--- config.mk ---
export PLATFORM = sky130hd
export DESIGN_NAME = imm_ext_pipe
export DESIGN_NICKNAME = d
export VERILOG_FILES = /design/src/rtl/imm_ext_pipe.sv
export SDC_FILE = /design/constraint.sdc
export NUM_CORES = 1
export LEC_CHECK = 0
export BUFFER_PORTS_ARGS = -buffer_cell sky130_fd_sc_hd__buf_2
export CAP_MARGIN = 5
export CORE_MARGIN = 10
export CORE_UTILIZATION = 25
export CTS_CLUSTER_DIAMETER = 80
export CTS_CLUSTER_SIZE = 8
export DETAILED_ROUTE_END_ITERATION = 10
export PLACE_DENSITY = 0.47
export SLEW_MARGIN = 30
export SYNTH_ARGS = -nofsm -noshare
export SYNTH_HDL_FRONTEND = slang
export SYNTH_SLANG_ARGS = --single-unit
export TNS_END_PERCENT = 10
--- constraint.sdc ---
create_clock -name clk -period 2 [get_ports clk]
set_input_delay 0.4 -clock clk [delete_from_list [all_inputs] [get_ports clk]]
set_output_delay 0.4 -clock clk [all_outputs]
set_load 0.02 [all_outputs]
--- src/rtl/imm_ext_pipe.sv ---
// ---------------------------------------------------------------------------
// imm_ext_pipe
//
// Decode-stage immediate extender with a valid/ready input, a one-cycle
// registered output and a two-entry skid buffer. The immediate is extended
// combinationally on the input side, so both storage entries hold the final
// {ImmExt, ImmIllegal} pair rather than the raw instruction word.
//
// Parameters
//   XLEN        datapath width, 32 or 64
//
// Ports
//   clk         rising-edge clock
//   reset       synchronous active-high reset, discards all held entries
//   flush       synchronous flush, discards held entries and same-cycle input
//   in_valid    Instr/ImmSrc valid this cycle
//   in_ready    block can accept an input this cycle
//   Instr       32-bit instruction word
//   ImmSrc      immediate type code (3'b111 is illegal)
//   out_valid   ImmExt/ImmIllegal valid
//   out_ready   consumer accepts the output this cycle
//   ImmExt      extended immediate, XLEN bits
//   ImmIllegal  set when the entry was produced from ImmSrc 3'b111
// ---------------------------------------------------------------------------
module imm_ext_pipe #(
  parameter int XLEN = 32
) (
  input  logic            clk,
  input  logic            reset,
  input  logic            flush,
  input  logic            in_valid,
  output logic            in_ready,
  input  logic [31:0]     Instr,
  input  logic [2:0]      ImmSrc,
  output logic            out_valid,
  input  logic            out_ready,
  output logic [XLEN-1:0] ImmExt,
  output logic            ImmIllegal
);

  localparam logic [2:0] IMM_I  = 3'b000;
  localparam logic [2:0] IMM_S  = 3'b001;
  localparam logic [2:0] IMM_B  = 3'b010;
  localparam logic [2:0] IMM_U  = 3'b011;
  localparam logic [2:0] IMM_J  = 3'b100;
  localparam logic [2:0] IMM_Z  = 3'b101;
  localparam logic [2:0] IMM_SH = 3'b110;

  // Opcode field never contributes to any immediate.
  logic unused_instr_bits;
  assign unused_instr_bits = ^Instr[6:0];

  // -------------------------------------------------------------------------
  // Combinational extension
  // -------------------------------------------------------------------------
  logic [31:0]     imm_lo;     // low 32 bits of the result
  logic            sext_en;    // replicate Instr[31] above bit 31
  logic [XLEN-1:0] ext_imm;
  logic            ext_ill;

  always_comb begin
    imm_lo  = '0;
    sext_en = 1'b1;
    ext_ill = 1'b0;
    case (ImmSrc)
      IMM_I:  imm_lo = {{20{Instr[31]}}, Instr[31:20]};
      IMM_S:  imm_lo = {{20{Instr[31]}}, Instr[31:25], Instr[11:7]};
      IMM_B:  imm_lo = {{19{Instr[31]}}, Instr[31], Instr[7], Instr[30:25],
                        Instr[11:8], 1'b0};
      IMM_U:  imm_lo = {Instr[31:12], 12'b0};
      IMM_J:  imm_lo = {{11{Instr[31]}}, Instr[31], Instr[19:12], Instr[20],
                        Instr[30:21], 1'b0};
      IMM_Z: begin
        imm_lo  = {27'b0, Instr[19:15]};
        sext_en = 1'b0;
      end
      IMM_SH: begin
        // RV64 shift amounts carry one extra bit (Instr[25]).
        imm_lo  = {26'b0, (XLEN == 64) ? Instr[25] : 1'b0, Instr[24:20]};
        sext_en = 1'b0;
      end
      default: begin
        imm_lo  = '0;
        sext_en = 1'b0;
        ext_ill = 1'b1;
      end
    endcase
    // Upper bits (if any) are sign fill; for XLEN=32 this line is fully
    // overwritten by the next one.
    ext_imm        = {XLEN{sext_en & Instr[31]}};
    ext_imm[31:0]  = imm_lo;
  end

  // -------------------------------------------------------------------------
  // Output register (O) and skid register (S)
  // -------------------------------------------------------------------------
  logic            o_valid_q, o_valid_d;
  logic [XLEN-1:0] o_imm_q,   o_imm_d;
  logic            o_ill_q,   o_ill_d;
  logic            s_valid_q, s_valid_d;
  logic [XLEN-1:0] s_imm_q,   s_imm_d;
  logic            s_ill_q,   s_ill_d;

  logic accept;
  logic pop;

  // in_ready depends only on state plus reset/flush, never on out_ready,
  // which is what makes S necessary: one extra beat may arrive after the
  // consumer stalls.
  assign in_ready = ~s_valid_q & ~reset & ~flush;
  assign accept   = in_valid & in_ready;
  assign pop      = o_valid_q & out_ready;

  always_comb begin
    o_valid_d = o_valid_q;
    o_imm_d   = o_imm_q;
    o_ill_d   = o_ill_q;
    s_valid_d = s_valid_q;
    s_imm_d   = s_imm_q;
    s_ill_d   = s_ill_q;

    if (flush) begin
      o_valid_d = 1'b0;
      s_valid_d = 1'b0;
    end else if (pop && s_valid_q) begin
      // S full implies in_ready was low, so no accept can coincide.
      o_imm_d   = s_imm_q;
      o_ill_d   = s_ill_q;
      s_valid_d = 1'b0;
    end else if (accept && (!o_valid_q || pop)) begin
      o_valid_d = 1'b1;
      o_imm_d   = ext_imm;
      o_ill_d   = ext_ill;
    end else if (accept) begin
      s_valid_d = 1'b1;
      s_imm_d   = ext_imm;
      s_ill_d   = ext_ill;
    end else if (pop) begin
      o_valid_d = 1'b0;
    end
  end

  always_ff @(posedge clk) begin
    if (reset) begin
      o_valid_q <= 1'b0;
      o_imm_q   <= '0;
      o_ill_q   <= 1'b0;
      s_valid_q <= 1'b0;
      s_imm_q   <= '0;
      s_ill_q   <= 1'b0;
    end else begin
      o_valid_q <= o_valid_d;
      o_imm_q   <= o_imm_d;
      o_ill_q   <= o_ill_d;
      s_valid_q <= s_valid_d;
      s_imm_q   <= s_imm_d;
      s_ill_q   <= s_ill_d;
    end
  end

  assign out_valid  = o_valid_q;
  assign ImmExt     = o_imm_q;
  assign ImmIllegal = o_ill_q;

endmodule

==> impl_metrics.toml <==
[status]
status = "completed"

[synth]
ys_warn_count = 0
async_flop_share = 0
seq_area_frac_synth = 0.392
synth_ff_type = "dfxtp_1"
synth_edf_count = 0
syn_avg_cell_area_um2 = 8.57
ys_ff_latch = 68
postSynthCellCount = 405
syn-cell-area_um2 = 3470
synth.distinct_cells = 50
syn-num-nets = 445

[timing]
setup_viol = 0
max_slew_margin = 0.683
grt_setup_unrepaired = "false"
timing.final.max_slew_violations = 0
max_freq_ghz = 0.595
setup_tns_ns = 0
clock_skew_ns = 0.00679
finalHoldViolations = 0
fin_crit_ns = 1.68
worst_pin_slew_ns = 0.473
period_share = 0.840

[floorplanning]
io_pins = 75
start_util = 0.253
die_y_um = 138
dieWidth_um = 138
die_area_um2 = 19000
core_area_um2 = 13700
num_rows = 43

[drt]
wl_per_cell_um = 15.9
drc = 0
top_layer_used = "met5"
viasPerCell = 4.87
route.antenna.remaining_nets = 0
dr.pass1.iters = 6
wl_met2_um = 4710
wl_met1_um = 4770
wl_um = 10400
vias = 3173
drt_iter0_markers = 216
routed-wl-met3_um = 750

[global_routing]
overflow = 0
grt_pass1_wl_um = 16200
antenna_found_initial = 3
track_usage = 0.107
grt_max_degree = 82
grt_pass1_vias = 3027

[cells_and_area]
drive_gt1_frac = 0.284
layout_commonest_cell = "dfxtp_1"
fillCellCount = 1478
area_delta_synth_final_pct = 25.0
fin_cells = 651
final_net_count = 503
mostFrequentLayoutCells = "68 x dfxtp_1, 67 x buf_2, 64 x nor2_1"

[placement]
dp_hpwl_um = 7420
globalplace.congestion = 0.794
port-buffer-count = 67
dp.cells = 632

[run]
max_cap_viol_count = 0

[pwr]
vdd_drop_max_uv = 404
power_density_nw_per_um2 = 782
p_leak_uw = 0.00170

[clock_tree]
insertion_delay_ns = 0.33
clock_path_buffers = 2
clkTransAtPathRegs_ns = 0.06
clock_sinks = 68
cts_tree = "done"
cts_root_buffer = "clkbuf_16"
post-cts-setup-buffer-count = 0
numCtsBuffers = 9
hold_buffers = 0
ctsResizeCount = 0
htree_levels = 3

[critical_path]
cp-end-kind = "flip-flop"
startpoint_type = "flip-flop"
cp.required_ns = 2.25
path_max_fanout = 11
cp.arrival_ns = 1.93
critical_path_class = "reg2reg"

[min_path]
min_path_type = "in2reg"
==> state kept, by name, indices dropped and copies added (netlist names) <==
signal,flops
s_imm_q,32
ImmIllegal,1
s_valid_q,1
out_valid,1
s_ill_q,1
ImmExt,32
==> final timing paths <==
kind,cells after the start,start,slack [ns],end
hold reg to reg,2,s_imm_q[17],0.46,s_imm_q[17]
setup / recovery,4,out_valid,0.32,ImmExt[24]
setup reg to reg,4,out_valid,0.32,ImmExt[24]
hold / removal,3,in_valid,0.35,out_valid
==> per-stage QoR <==
step / instance area, µm² / hold WS, ns / setup WS, ns / utilization / total power, µW
global route: 4340 / 0.364 / 0.168 / 0.316 / 3530
floorplan: 3470 / 0.437 / 0.385 / - / 1680
global placement: 4030 / 0.443 / 0.200 / 0.294 / 1820
detailed placement: 4030 / 0.450 / 0.181 / 0.294 / 1820
finish: 4340 / 0.354 / 0.320 / 0.316 / 3390
CTS: 4330 / 0.342 / 0.308 / 0.316 / 3440
==> kinds of logic after synthesis <==
logic type / after synthesis / synth area share
buf+inv: 49 / 0.0699
flops: 68 / 0.392
xor+xnor: 1 / 0.00252
compound gates: 114 / 0.259
simple gates: 171 / 0.270
fa+ha+maj: 1 / 0.00324
mux: 1 / 0.00288
==> report_power, final <==
part	switching (µW)	internal (µW)	leakage, µW	total [µW]
Combinational	241	149	0.000997	390
Clock	575	1030	0.000149	1600
Sequential	15.8	1380	0.000550	1400
==> cell type report <==
cell class	instances	area (µm²)	share of cell area
Clock inverter	4	47.5	0.0110
Tap cell	180	225	0.0519
Timing Repair Buffer	88	531	0.122
Antenna cell	3	7.51	0.00173
Multi-Input combinational cell	288	1880	0.434
Sequential cell	68	1360	0.314
Inverter	8	30.0	0.00692
Clock buffer	12	256	0.0591
==> per-layer routing <==
layer,up-vias,global-route usage
met5,-,0
met4,2,0.0377
met3,13,0.0413
met2,65,0.161
met1,1495,0.137
li1,1598,-
==> worst max-delay path, cell delays in order (launching register included) <==
cell and delay [ns]:
dfxtp_1 0.47, and2_1 0.24, o221a_2 0.29, nand2b_1 0.28, o31ai_1 0.31
==> Yosys cell counts, types with 8 or more instances <==
cell	n	area, µm²
a21oi_1	20	100
nand2b_1	8	50.1
inv_1	8	30.0
dfxtp_1	68	1360
a211oi_1	18	135
nor2_1	65	244
clkbuf_1	15	56.3
nand2_1	25	93.8
buf_2	20	100
o41ai_2	8	130
o21ai_0	12	60.1
nor3_1	16	80.1
nand3b_1	30	225
o31ai_1	11	82.6
No activity file was read; power rests on OpenSTA's default activity.
